===== config.mk =====
export PLATFORM = sky130hd
export DESIGN_NAME = exc_sequencer
export DESIGN_NICKNAME = d
export VERILOG_FILES = /design/src/rtl/exc_sequencer.sv
export SDC_FILE = /design/constraint.sdc
export NUM_CORES = 1
export LEC_CHECK = 0
export ABC_AREA = 1
export CORE_MARGIN = 2
export CORE_UTILIZATION = 40
export DETAILED_ROUTE_END_ITERATION = 7
export PLACE_DENSITY_LB_ADDON = 0.1
export SYNTH_ARGS = -nofsm -noshare
export SYNTH_HDL_FRONTEND = slang
export SYNTH_SLANG_ARGS = --single-unit

===== constraint.sdc =====
create_clock -name clk -period 1.3 [get_ports clk]
set_clock_uncertainty 0.1 [all_clocks]
set_input_delay 0.13 -clock clk [delete_from_list [all_inputs] [get_ports clk]]
set_output_delay 0.13 -clock clk [all_outputs]
set_load 0.05 [all_outputs]

===== src/rtl/exc_sequencer.sv =====
// CP0 exception sequencer: owns Status/Cause/EPC and cpu_mode. Flushes and stalls the pipeline
// after a taken exception, interrupt or eret, then redirects the PC.
module exc_sequencer #(
  parameter logic [31:0] EXC_VECTOR   = 32'h8000_0180,
  parameter int unsigned FLUSH_CYCLES = 2
) (
  input  logic        clk,
  input  logic        reset,
  input  logic        instr_valid,
  input  logic        exc_ri,
  input  logic        exc_sys,
  input  logic        exc_ret,
  input  logic [31:0] exc_pc,
  input  logic        irq,
  input  logic        cowrite,
  input  logic [4:0]  co_addr,
  input  logic [31:0] co_wdata,
  output logic [31:0] co_rdata,
  output logic        cpu_mode,
  output logic        flush,
  output logic        stall,
  output logic        pc_redirect,
  output logic [31:0] pc_target
);

  localparam logic [3:0] FlushLast = 4'(FLUSH_CYCLES);

  typedef enum logic [1:0] {StIdle, StFlush, StRedirect} state_e;

  state_e      state_q, state_d;
  logic [3:0]  cnt_q, cnt_d;
  logic [2:0]  status_q, status_d;  // {PKM, KM, IE}
  logic [4:0]  code_q, code_d;
  logic [31:0] epc_q, epc_d;
  logic [31:0] target_q, target_d;

  logic       ie, km, pkm;
  logic       take_ri, take_sys, take_irq, take_ret, take_exc;
  logic [4:0] exc_code;

  assign ie  = status_q[0];
  assign km  = status_q[1];
  assign pkm = status_q[2];

  always_comb begin
    take_ri  = instr_valid & exc_ri;
    take_sys = instr_valid & exc_sys;
    take_irq = irq & ie & ~km;
    take_ret = instr_valid & exc_ret & km;
    take_exc = take_ri | take_sys | take_irq;
    if (take_ri) begin
      exc_code = 5'd10;
    end else if (take_sys) begin
      exc_code = 5'd8;
    end else begin
      exc_code = 5'd0;
    end
  end

  always_comb begin
    state_d  = state_q;
    cnt_d    = cnt_q;
    status_d = status_q;
    code_d   = code_q;
    epc_d    = epc_q;
    target_d = target_q;
    unique case (state_q)
      StIdle: begin
        if (take_exc) begin
          epc_d    = exc_pc;
          code_d   = exc_code;
          status_d = {km, 1'b1, 1'b0};
          target_d = EXC_VECTOR;
          state_d  = StFlush;
          cnt_d    = 4'd1;
        end else if (take_ret) begin
          status_d = {pkm, pkm, 1'b1};
          target_d = epc_q;
          state_d  = StFlush;
          cnt_d    = 4'd1;
        end else if (instr_valid && cowrite && km) begin
          // Only reached when no event is taken, so an event always drops the write.
          case (co_addr)
            5'd12:   status_d = co_wdata[2:0];
            5'd13:   code_d   = co_wdata[6:2];
            5'd14:   epc_d    = co_wdata;
            default: ;
          endcase
        end
      end
      StFlush: begin
        if (cnt_q < FlushLast) begin
          cnt_d = cnt_q + 4'd1;
        end else begin
          state_d = StRedirect;
        end
      end
      StRedirect: state_d = StIdle;
      default:    state_d = StIdle;
    endcase
  end

  always_ff @(posedge clk) begin
    if (reset) begin
      state_q  <= StIdle;
      cnt_q    <= 4'd0;
      status_q <= 3'b010;
      code_q   <= 5'd0;
      epc_q    <= 32'h0;
      target_q <= 32'h0;
    end else begin
      state_q  <= state_d;
      cnt_q    <= cnt_d;
      status_q <= status_d;
      code_q   <= code_d;
      epc_q    <= epc_d;
      target_q <= target_d;
    end
  end

  assign cpu_mode    = status_q[1];
  assign flush       = (state_q != StIdle);
  assign stall       = (state_q == StFlush);
  assign pc_redirect = (state_q == StRedirect);
  assign pc_target   = target_q;

  always_comb begin
    case (co_addr)
      5'd12:   co_rdata = {29'h0, status_q};
      5'd13:   co_rdata = {25'h0, code_q, 2'b00};
      5'd14:   co_rdata = epc_q;
      default: co_rdata = 32'h0;
    endcase
  end

endmodule

# Word-level counts from Yosys, hierarchy flattened
# Cells that the tools add are included.
[totals] ff_bits=78 input_bits=77 out_inout_bits=68 word_cells=71
[classes] addsub=1 n_lt_le_gt_ge=1 n_eq_ne=9 muxes=25 bitwise=9 reduce_logical=19
[op_table] op="32-bit 2-to-1 mux" n=6
[op_table] op="32-bit one-hot mux with 3 select lines" n=1
[op_table] op="4-bit 2-to-1 mux" n=5
[op_table] op="5-bit 2-to-1 mux" n=4
[op_table] op="5-bit by 4-bit equality test with 1-bit output (second input constant)" n=3
[op_table] op="2-bit nonzero test" n=7
[op_table] op="3-bit 2-to-1 mux" n=4
[op_table] op="4-bit AND reduction" n=3
[op_table] op="4-bit one-hot mux with 2 select lines" n=1
[op_table] op="1-bit AND" n=6
[op_table] op="2-bit 2-to-1 mux" n=3
[op_table] op="3-bit AND reduction" n=2
[op_table] op="3-bit nonzero test" n=2
[op_table] op="4-bit by 1-bit adder with 4-bit output (second input constant)" n=1
[op_table] op="4-bit by 2-bit less-than comparator with 1-bit output (second input constant)" n=1
[op_table] op="2-bit by 1-bit inequality test with 1-bit output (second input constant)" n=2
[op_table] op="2-bit one-hot mux with 2 select lines" n=1
[op_table] op="2-bit AND reduction" n=2
[op_table] op="3-bit inequality test (second input constant)" n=1
[op_table] op="2-bit by 1-bit equality test with 1-bit output (second input constant)" n=1
[op_table] op="2-bit equality test (second input constant)" n=1
[op_table] op="1-bit logical AND" n=2
[op_table] op="2-bit logical NOT" n=1
[op_table] op="2-bit inequality test (second input constant)" n=1
[op_table] op="other kinds (2)" n=3

# Depth between registers and ports, before layout
[depth] depth_word=5 depth_mapped=9

# Worst setup path before layout
# No wires, ideal clock.
[synth_timing] path_kind="input port to output port" from="in co_addr[3]" to="out co_rdata[0]" arrival_time_ns=1.763 setup_slack_ns=-0.693 stages=5 cell_sequence="nand2_1 > nor2_2 > nand2_1 > clkbuf_1 > o21ai_0"
[synth_via] elab_chain_cells=2
[synth_rtl] item="start, declared" line="16" text="input logic [4:0] co_addr,"
[synth_rtl] item="5-bit by 4-bit equality test with 1-bit output" line="128" text="case (co_addr)"
[synth_rtl] item="32-bit one-hot mux with 3 select lines *" line="128"
[synth_rtl] item="end, declared" line="18" text="output logic [31:0] co_rdata,"
# Mark *: on every way between the ends. The rest lies on a longest branch, timed or not.

# Worst setup path after layout
[layout_timing] from="reg status_q[1]" to="reg target_q[10] (netlist: pc_target[10])"
[layout_via] elab_chain_cells=5
[layout_rtl] item="start, declared" line="32" text="logic [2:0] status_q, status_d;"
[layout_rtl] item="start signal, assigned" line="114" text="status_q <= status_d;"
[layout_rtl] item="1-bit NOT" line="48" text="take_irq = irq & ie & ~km;"
[layout_rtl] item="1-bit AND" line="48"
[layout_rtl] item="1-bit bitwise OR" line="50" text="take_exc = take_ri | take_sys | take_irq;"
[layout_rtl] item="2-bit nonzero test (no source line)"
[layout_rtl] item="2-bit AND reduction (no source line)"
[layout_rtl] item="end signal, assigned" line="117" text="target_q <= target_d;"
[layout_rtl] item="end, declared" line="35" text="logic [31:0] target_q, target_d;"
# Parallel ways exist; a longest one is shown, timed or not.
# A chain may end at the register's enable or synchronous reset.

==> metrics.md <==
| Metric | Value |
|---|---|
| Vias in the first global route | about 4500 |
| Synth Instances | just over 600 |
| Clk slew on worst S/H paths | approximately 90 ps |
| Top cell type's share of synthesized area | 0.4099 |
| Die Width | 101.6 um |
| Clk buf depth | 2 |
| IO Port Bufs | about 140 |
| Synth cell types | 26 |
| Psw | between 2 and 2.5 mW |
| Drt via density | 5.024 |
| RePlAce Congestion | between 0.8 and 0.9 |
| Library cell with the highest instance count after synthesis | nand2_1 |
| Max rail drop VDD | just under 0.6 mV |
| CTS tree | built |
| Crit path max-delay cell type | dfxtp_4 |
| CP most frequent cell | buf_6 |
| DRT iter0 DRCs | approximately 240 |
| Main area contributors after synthesis | dfxtp_1 41%, nand2_1 25%, nor2_1 12% |
| Leakage power | 3.500 nW |
| Layout Nets | ~900 |
| Simple-gate share of the synthesized area | 0.4269 |
| Worst Hold End | code_q[3] |
| Skew-Pair Late Insertion Delay | around 350 ps |
| Compound-cell area share of the yosys netlist | 0.06174 |
| Number of diodes | 0 |
| Largest net degree at the start of global routing | 34 |
| R2r worst-path depth | 8 |
| Critical path's largest stage delay | about 420 ps |
| CP Cell Sequence | nand4_1 -> buf_4 -> nor2_4 -> buf_12 -> buf_6 -> buf_6 -> nand2_1 -> a21oi_1 |
| Setup crit end kind | flop |
| Mux cell area share after synthesis | 0 |
| Filler cells | approximately 490 |
| Status | finished with violations |
| Area delta synth->final | 109.3% |
| Final setup viols | 88 |
| Hold_sp | co_addr[1] |
| F_max | around 0.63 GHz |
| Setup Crit Path Kind | flop to flop |
| R2r startpoint | status_q[1] |
| Reg2Reg Setup Slack | -290 ps |
| GR Overflow Total | 0 |
| Hold Crit Depth | 7 |
| Synth area leader | dfxtp_1 |
| HP Class | input port to flop |
| Final WS setup | -293.2 ps |
| Syn_area_per_cell | 6.175 um2 |
| Initial Util | 0.4123 |
| H-tree depth | 3 |
| Final Power | ~7.3 mW |
| First-pass GRT wire length | around 21000 um |
| Maximum fanout along the worst path | 6 |
| Comb pwr share | 0.346 |
| Die ar. | 10320 um2 |
| Top_reg_cell synth | dfxtp_1 |
| Largest family of logic cells by synthesized area | simple AND/OR/NAND/NOR gates |
| GRT Util Overall | 0.2638 |
| Clk network pwr share | 0.279 |
| Cell internal pwr | 4.822 mW |
| Top cells by count, synth | 258 x nand2_1, 124 x nor2_1, 78 x dfxtp_1 |
| Asr flop ratio synth | 0 |
| Fin crit share | 1.226 |
| Boundary Pins | between 100 and 150 |
| Initial antenna violation count | 0 |
| Synth Net Count | a little under 700 |
| Worst setup path startpoint | status_q[1] |
| Post-synth EDFFs | 0 |
| Post-DP HPWL | around 9000 um |
| Final Hold Viols | 0 |
| Failing checks | negative setup slack |
| Share of layout cells above drive strength 1 | 0.4391 |
| Post-DRT Antenna Nets | 0 |
| Worst Setup Start Kind | flop |
| Worst-margin pin slew | approximately 280 ps |
| Yosys warns | 0 |
| Core Box Area | between 9000 and 10000 um2 |
| Synth Area in XOR/XNOR | 0 |
| RSZ-0062 raised after global routing | true |
| Die height | between 100 and 150 um |
| Post-Synth Adder-Cell Area | 0.003284 |
| WP data arrival | roughly 1800 ps |
| Post-Route WL | around 17000 um |
| First-pass DRT Iterations | 5 |
| Net Sw Frac | 0.3369 |
| Cell area power density | 912.0 nW/um2 |
| Root Buffer | clkbuf_8 |
| Routed len/inst | 17.27 um |
| CTS buffer count | 9 |
| Cts hold-fix bufs | 0 |
| Register area share after synthesis | 0.4099 |
| Final Critical Period | 1593 ps |
| Num rows | 35 |
| Max-cap violations | 0 |
| Worst EP required | about 1500 ps |
| Yosys reg bits | 78 |
| Layout Utilization | 0.8630 |
| Clock Sinks | a little under 80 |
| Slew HR | 0.8109 |
| Mapped cell area | about 3800 um2 |
| # DRC | 0 |
| R2r endpoint | pc_target[10] |
| Seq pwr share | 0.375 |
| Slew Limit Fails | 0 |
| Detailed-route via count | 4813 |
[worst max-delay path by stage]
stage | end | cells after the start
final | pc_target[10] | 8
after global placement | epc_q[9] | 10
after CTS | flush | 4
after global routing | pc_target[10] | 8
after detailed placement | cnt_q[0] | 9
after floorplan | pc_target[0] | 7
[metrics by stage]
step | worst slack [ps] | hold WS, ps | setup TNS, ps | area (um2) | cells
floorplan | -213.6 | 238.4 | -15340 | 4071 | 617
global placement | -488.8 | 329.9 | -42200 | 6573 | 903
detailed placement | -508.3 | 340.0 | -47510 | 6573 | 903
CTS | -207.2 | 247.3 | -10770 | 7498 | 942
global route | -380.6 | 286.6 | -22960 | 7974 | 958
finish | -293.2 | 275.9 | -17810 | 7974 | 958
[cell type report]
type,count,area (um2),share of cell area
multi-input cells,459,2641,0.3312
clock inverters,5,83.83,0.01051
well taps,129,161.4,0.02024
flip-flops and latches,78,1603,0.2010
inverters,52,219.0,0.02746
clock buffers,10,127.6,0.01600
repair buffers,225,3138,0.3935
[layer usage]
metal  global-route usage  up-vias  wire (um)
met5                    0        -          0
met4              0.09563        0        598
met3              0.07591       51       1217
met2               0.4600      216       8456
met1               0.3066     2262       6272
li1                     -     2284          -
[kinds of logic (layout without fill, tap and decap cells)]
logic type,count (synthesis),after routing
simple gates,413,414
buf+inv,81,292
flops,78,78
compound gates,44,44
fa+ha+maj,1,1
[layout by cell type, fill, tap and decap left out, drive strengths merged]
| cell type | synthesis | layout |
|---|---|---|
| nand4 | 1 | 1 |
| nor2 | 128 | 128 |
| nand3b | 1 | 1 |
| o22ai | 2 | 2 |
| clkdlybuf4s50 | 0 | 70 |
| o221ai | 1 | 1 |
| clkbuf | 9 | 15 |
| a31oi | 1 | 1 |
| nand2 | 261 | 262 |
| dfxtp | 78 | 78 |
| o21ai | 15 | 15 |
| buf | 20 | 149 |
| inv | 52 | 52 |
| nand3 | 22 | 22 |
| a21oi | 25 | 25 |
| bufinv | 0 | 2 |
| clkinvlp | 0 | 3 |
| ha | 1 | 1 |
| dlygate4sd2 | 0 | 1 |
[flip-flops by register name, summed over array words and instances (netlist names)]
signal and cells:
cnt_q 4, code_q 5, epc_q 32, pc_target 32
state_q 2, status_q 3
[power groups by stage]
stage	registers, mW	clock network (mW)	logic [mW]
detailed placement	2.74	0	1.76
global placement	2.73	0	1.72
CTS	2.69	2.00	2.18
floorplan	2.78	0	0.942
finish	2.73	2.03	2.51
global route	2.75	2.12	2.66
[critical path, delay by kind of cell, from the launching register on]
| kind | cells | cell delay [ps] |
|---|---|---|
| compound gates | 1 | 130 |
| buf+inv | 4 | 550 |
| flops | 1 | 420 |
| simple gates | 3 | 320 |
[timing repair]
item,4_1_cts,5_1_grt
setup buffers,20,13
cloned,4,8
resized for setup,153,107
pin swaps,54,40
endpoints found under the setup margin,112,111
Note: power is estimated with default switching activity, not from simulation.
==> variant 1, RTL diff (same settings) <==
Encoding of `state_e`: now one-hot (3 bits for 3 states).
--- a/src/rtl/exc_sequencer.sv
+++ b/src/rtl/exc_sequencer.sv
@@ -26,5 +26,5 @@
   localparam logic [3:0] FlushLast = 4'(FLUSH_CYCLES);
 
-  typedef enum logic [1:0] {StIdle, StFlush, StRedirect} state_e;
+  typedef enum logic [2:0] {StIdle = 3'b001, StFlush = 3'b010, StRedirect = 3'b100} state_e;
 
   state_e      state_q, state_d;
Formal check against the unedited RTL: same outputs for any inputs over 4 cycles, from zero or initial values and one cycle with reset high; so few cycles prove little.
==> variant 1 against the unedited design <==
  * The run still ends with negative setup slack left
  * Design area grew 2.8%
  * Total power is 26% higher
  * Synthesized cell count rose by 0.97%
  * Worst setup slack lost 0.027 ns
  * Sequential cell count is 1 higher
  * Fmax down 1.7%
  * Core utilization is 1.2 points lower
  * Area after synthesis up 2.6%
  * Wire length decreased by 4.8%
  * Sequential share of layout area is 0.17 points lower
  * Critical path depth stayed put
  * Critical path type unchanged
  * Largest cell class unchanged
  * Largest power group is now combinational cells
==> variant 1: results <==
run_status:
  outcome: "complete, but fails checks"
  violations: "negative setup slack"
detailed_routing:
  met3_length_mm: 1.06
  routed_wl_mm: 15.8
  drt_iter0_markers: 163
  vias: 4807
  drt-pass1-iter-count: 4
  met1Wirelength_mm: 5.98
  dr_wl_met2_mm: 8.22
sta:
  tns_ns: -15.96
  hold_ws_ns: 0.307
  worst_slack_ns: -0.320
  tightest_slew_ns: 0.285
  finalSetupViolCount: 87
cells_and_area:
  final_cell_count_no_fill: 978
  fill_cells: 542
  nets: 918
  final_layout_size_suffix_gt1_frac: 0.489
placed_design:
  globalplace.congestion: 0.862
  dp.final_hpwl_mm: 9.53
  dpl_cell_area_um2: 6760
  detailedPlace.worstSlack_ns: -0.608
  placed_cells: 928
setup_path:
  worst_setup_path_end_kind: "flop"
  r2r_start: "status_q[1]"
  cpPeakStageDelay_ns: 0.40
  crit_fanout: 9
  critPathTopFamily: "simple AND/OR/NAND/NOR gates"
  timing.rr.end: "epc_q[22]"
  crit_arrival_ns: 1.79
power_and_ir_drop:
  p_leak_uw: 0.00375
  swShare: 0.379
  powerDensity_nw_per_um2: 1120
  pwr-share-comb: 0.444
  seq-power_uw: 3060
  vdd_drop_max_v: 0.000636
logic_synthesis:
  synth_warnings: 0
  synth_common_cells: "255 x nand2_1, 125 x nor2_1, 79 x dfxtp_1"
  seq_area_frac_synth: 0.405
  synth_top_area_share: 0.405
  ys_top_cells_by_area: "dfxtp_1 40%, nand2_1 24%, nor2_1 12%"
  syn_nets: 701
  yosysUniqueCellTypes: 29
  synth_area_per_cell_um2: 6.27
grt:
  grtUsageMet1: 0.305
  grt_pass1_vias: 4575
  met2_usage: 0.490
  grt_pass1_wl_mm: 21.9
  gr-usage-met3: 0.0583
  groute.usage.overall: 0.268
  grt_max_degree: 35
cts:
  cts_resized: 212
hold_path:
  hp-start: "co_addr[0]"
  min_to: "status_q[2]"
[variant 1: changes by cell type after synthesis, sizes merged]
cell    change
nor3        +2
nand4       +1
buf         +3
dfxtp       +1
nand2       -1
clkinv      +1
clkbuf      -2
o22ai       +1
nand3      +23
a21oi      -22
o21ai       -1
[variant 1: final cells by class]
type / count / area [um2] / area share
inverters: 53 / 229 / 0.0279
multi-input cells: 462 / 2770 / 0.338
repair buffers: 235 / 3180 / 0.387
flip-flops and latches: 79 / 1630 / 0.199
clock buffers: 11 / 163 / 0.0198
clock inverters: 5 / 61.3 / 0.00748
well taps: 133 / 166 / 0.0203
[variant 1: cells by family (layout without fill, tap and decap cells)]
| group | count (synthesis) | count (layout) | synth area share |
|---|---|---|---|
| AND/OR/NAND/NOR | 438 | 439 | 0.453 |
| adder cells (fa/ha/maj) | 1 | 1 | 0.00320 |
| AO/OA/AOI/OAI | 22 | 22 | 0.0333 |
| buffers and inverters | 83 | 304 | 0.105 |
| flip-flops | 79 | 79 | 0.405 |
==> variant 2, RTL diff (config.mk and constraints unchanged) <==
Without the edit above. The parameter `EXC_VECTOR` goes from 32'h8000_0180 to 32'h80000000.
--- a/src/rtl/exc_sequencer.sv
+++ b/src/rtl/exc_sequencer.sv
@@ -2,5 +2,5 @@
 // after a taken exception, interrupt or eret, then redirects the PC.
 module exc_sequencer #(
-  parameter logic [31:0] EXC_VECTOR   = 32'h8000_0180,
+  parameter logic [31:0] EXC_VECTOR   = 32'h80000000,
   parameter int unsigned FLUSH_CYCLES = 2
 ) (
Check against the original RTL: not equivalent (a bounded check fails within 4 cycles, from zero or initial values and one cycle with reset high).
==> variant 2 against the unedited design <==
  * The flow still finishes with violations (negative setup slack)
  * Total power is 4.7% lower
  * Area after synthesis is 0.53% lower
  * Sequential cell count stayed put
  * Design area is 0.17% higher
  * Worst setup slack worse by 0.036 ns
  * Wire length is 10% higher
  * Highest routed layer unchanged
==> variant 2: results <==
run_status:
  outcome: "complete, but fails checks"
  violations: "negative setup slack"
placed_design:
  dpl_cell_area_um2: 6670
  dp.final_hpwl_mm: 9.34
  detailedPlace.worstSlack_ns: -0.553
  placed_cells: 887
  globalplace.congestion: 0.884
  port_buffers: 144
sta:
  finalSetupViolCount: 97
  tightest_slew_ns: 0.327
  worst_slack_ns: -0.330
logic_synthesis:
  synthFlopType: "dfxtp_1"
  seq_area_frac_synth: 0.412
  synth_common_cells: "259 x nand2_1, 120 x nor2_1, 78 x dfxtp_1"
  yosysUniqueCellTypes: 25
  muxShareOfSynthArea: 0
  synth_compound_area_frac: 0.0614
  ys_top_cells_by_area: "dfxtp_1 41%, nand2_1 26%, nor2_1 12%"
  synthAdderAreaFrac: 0.00330
cts:
  clkLatencyLatePin_ns: 0.37
  path_clk_slew_ns: 0.08
  clock-root-buffer: "clkbuf_8"
detailed_routing:
  vias: 5074
  vias_per_cell: 5.38
  drt-pass1-iter-count: 7
  drt_iter0_markers: 311
  wl_per_cell_um: 19.3
setup_path:
  crit_arrival_ns: 1.82
  crit_fanout: 7
  slowest_stage: "dfxtp_4"
  critPathTopFamily: "simple AND/OR/NAND/NOR gates"
  cpPeakStageDelay_ns: 0.40
cells_and_area:
  final_layout_size_suffix_gt1_frac: 0.447
  antenna-diode-count: 0
  nets: 905
  fill_cells: 449
grt:
  groute.usage.overall: 0.271
  grt_max_degree: 35
  grt_pass1_wl_mm: 21.8
  grt_pass1_vias: 4624
power_and_ir_drop:
  swShare: 0.361
  p_leak_uw: 0.00348
  vdd_drop_max_v: 0.000511
die:
  rows: 35
hold_path:
  min_path_type: "in2reg"
[variant 2: changes by cell type after synthesis, moves of 2 or more]
cell,unedited run,this run
buf_2,5,11
buf_4,9,2
nand3_1,20,23
nand3_2,2,0
nor2_1,124,120
[variant 2: area by class of cell]
| type | instances | area, um2 | area share |
|---|---|---|---|
| Clock buffer | 10 | 128 | 0.0160 |
| Clock inverter | 6 | 38.8 | 0.00486 |
| Inverter | 53 | 215 | 0.0269 |
| Multi-Input combinational cell | 458 | 2670 | 0.334 |
| Sequential cell | 78 | 1610 | 0.201 |
| Tap cell | 111 | 139 | 0.0174 |
| Timing Repair Buffer | 227 | 3190 | 0.400 |
[variant 2: per-stage QoR]
step	utilization	total power (uW)	TNS (ns)
final	0.869	6930	-18.80
after global routing	0.869	7170	-23.15
after CTS	0.797	6310	-8.52
after detailed placement	0.726	4430	-52.38
after global placement	0.726	4370	-47.80
after floorplan	-	3700	-13.14
[variant 2: routing by layer]
metal  global-route usage  vias up  part of all wire
li1                     -     2291                 -
met1                0.313     2369              0.35
met2                0.482      324              0.51
met3               0.0587       90             0.087
met4                0.117        0             0.054
met5                    0        -                 0
[variant 2: worst paths after layout]
path                from             to  slack [ns]  cells after the start
max          status_q[1]  pc_target[23]       -0.33                      9
min           exc_pc[22]      epc_q[22]        0.33                      5
max reg2reg  status_q[1]  pc_target[23]       -0.33                      9
min reg2reg     epc_q[7]   pc_target[7]        0.36                      2
[variant 2: cells by family (layout without fill, tap and decap cells)]
| kind of cell | after synthesis | in the layout |
|---|---|---|
| and+or+nand+nor | 412 | 413 |
| AOI/OAI and AO/OA | 44 | 44 |
| adders and majority gates | 1 | 1 |
| buffers and inverters | 82 | 296 |
| DFF | 78 | 78 |
[variant 2: power groups by stage]
stage	registers (uW)	logic, uW	clock network (uW)
after global placement	2710	1660	0
final	2720	2540	1670
after floorplan	2740	962	0
after global routing	2730	2680	1770
after detailed placement	2720	1710	0
after CTS	2670	1990	1640
[variant 2: timing repair]
action | 4_1_cts | 5_1_grt
cloned | 6 | 10
setup endpoints to repair | 112 | 113
gates resized for setup | 110 | 131
buffers inserted | 19 | 11
pin swaps | 42 | 56
[variant 2: worst min-delay path, cell delays in order]
cell and delay (ns):
clkdlybuf4s50_1 0.39, nand2_1 0.06, nand2_1 0.04, nor2_1 0.09, nor2_1 0.05
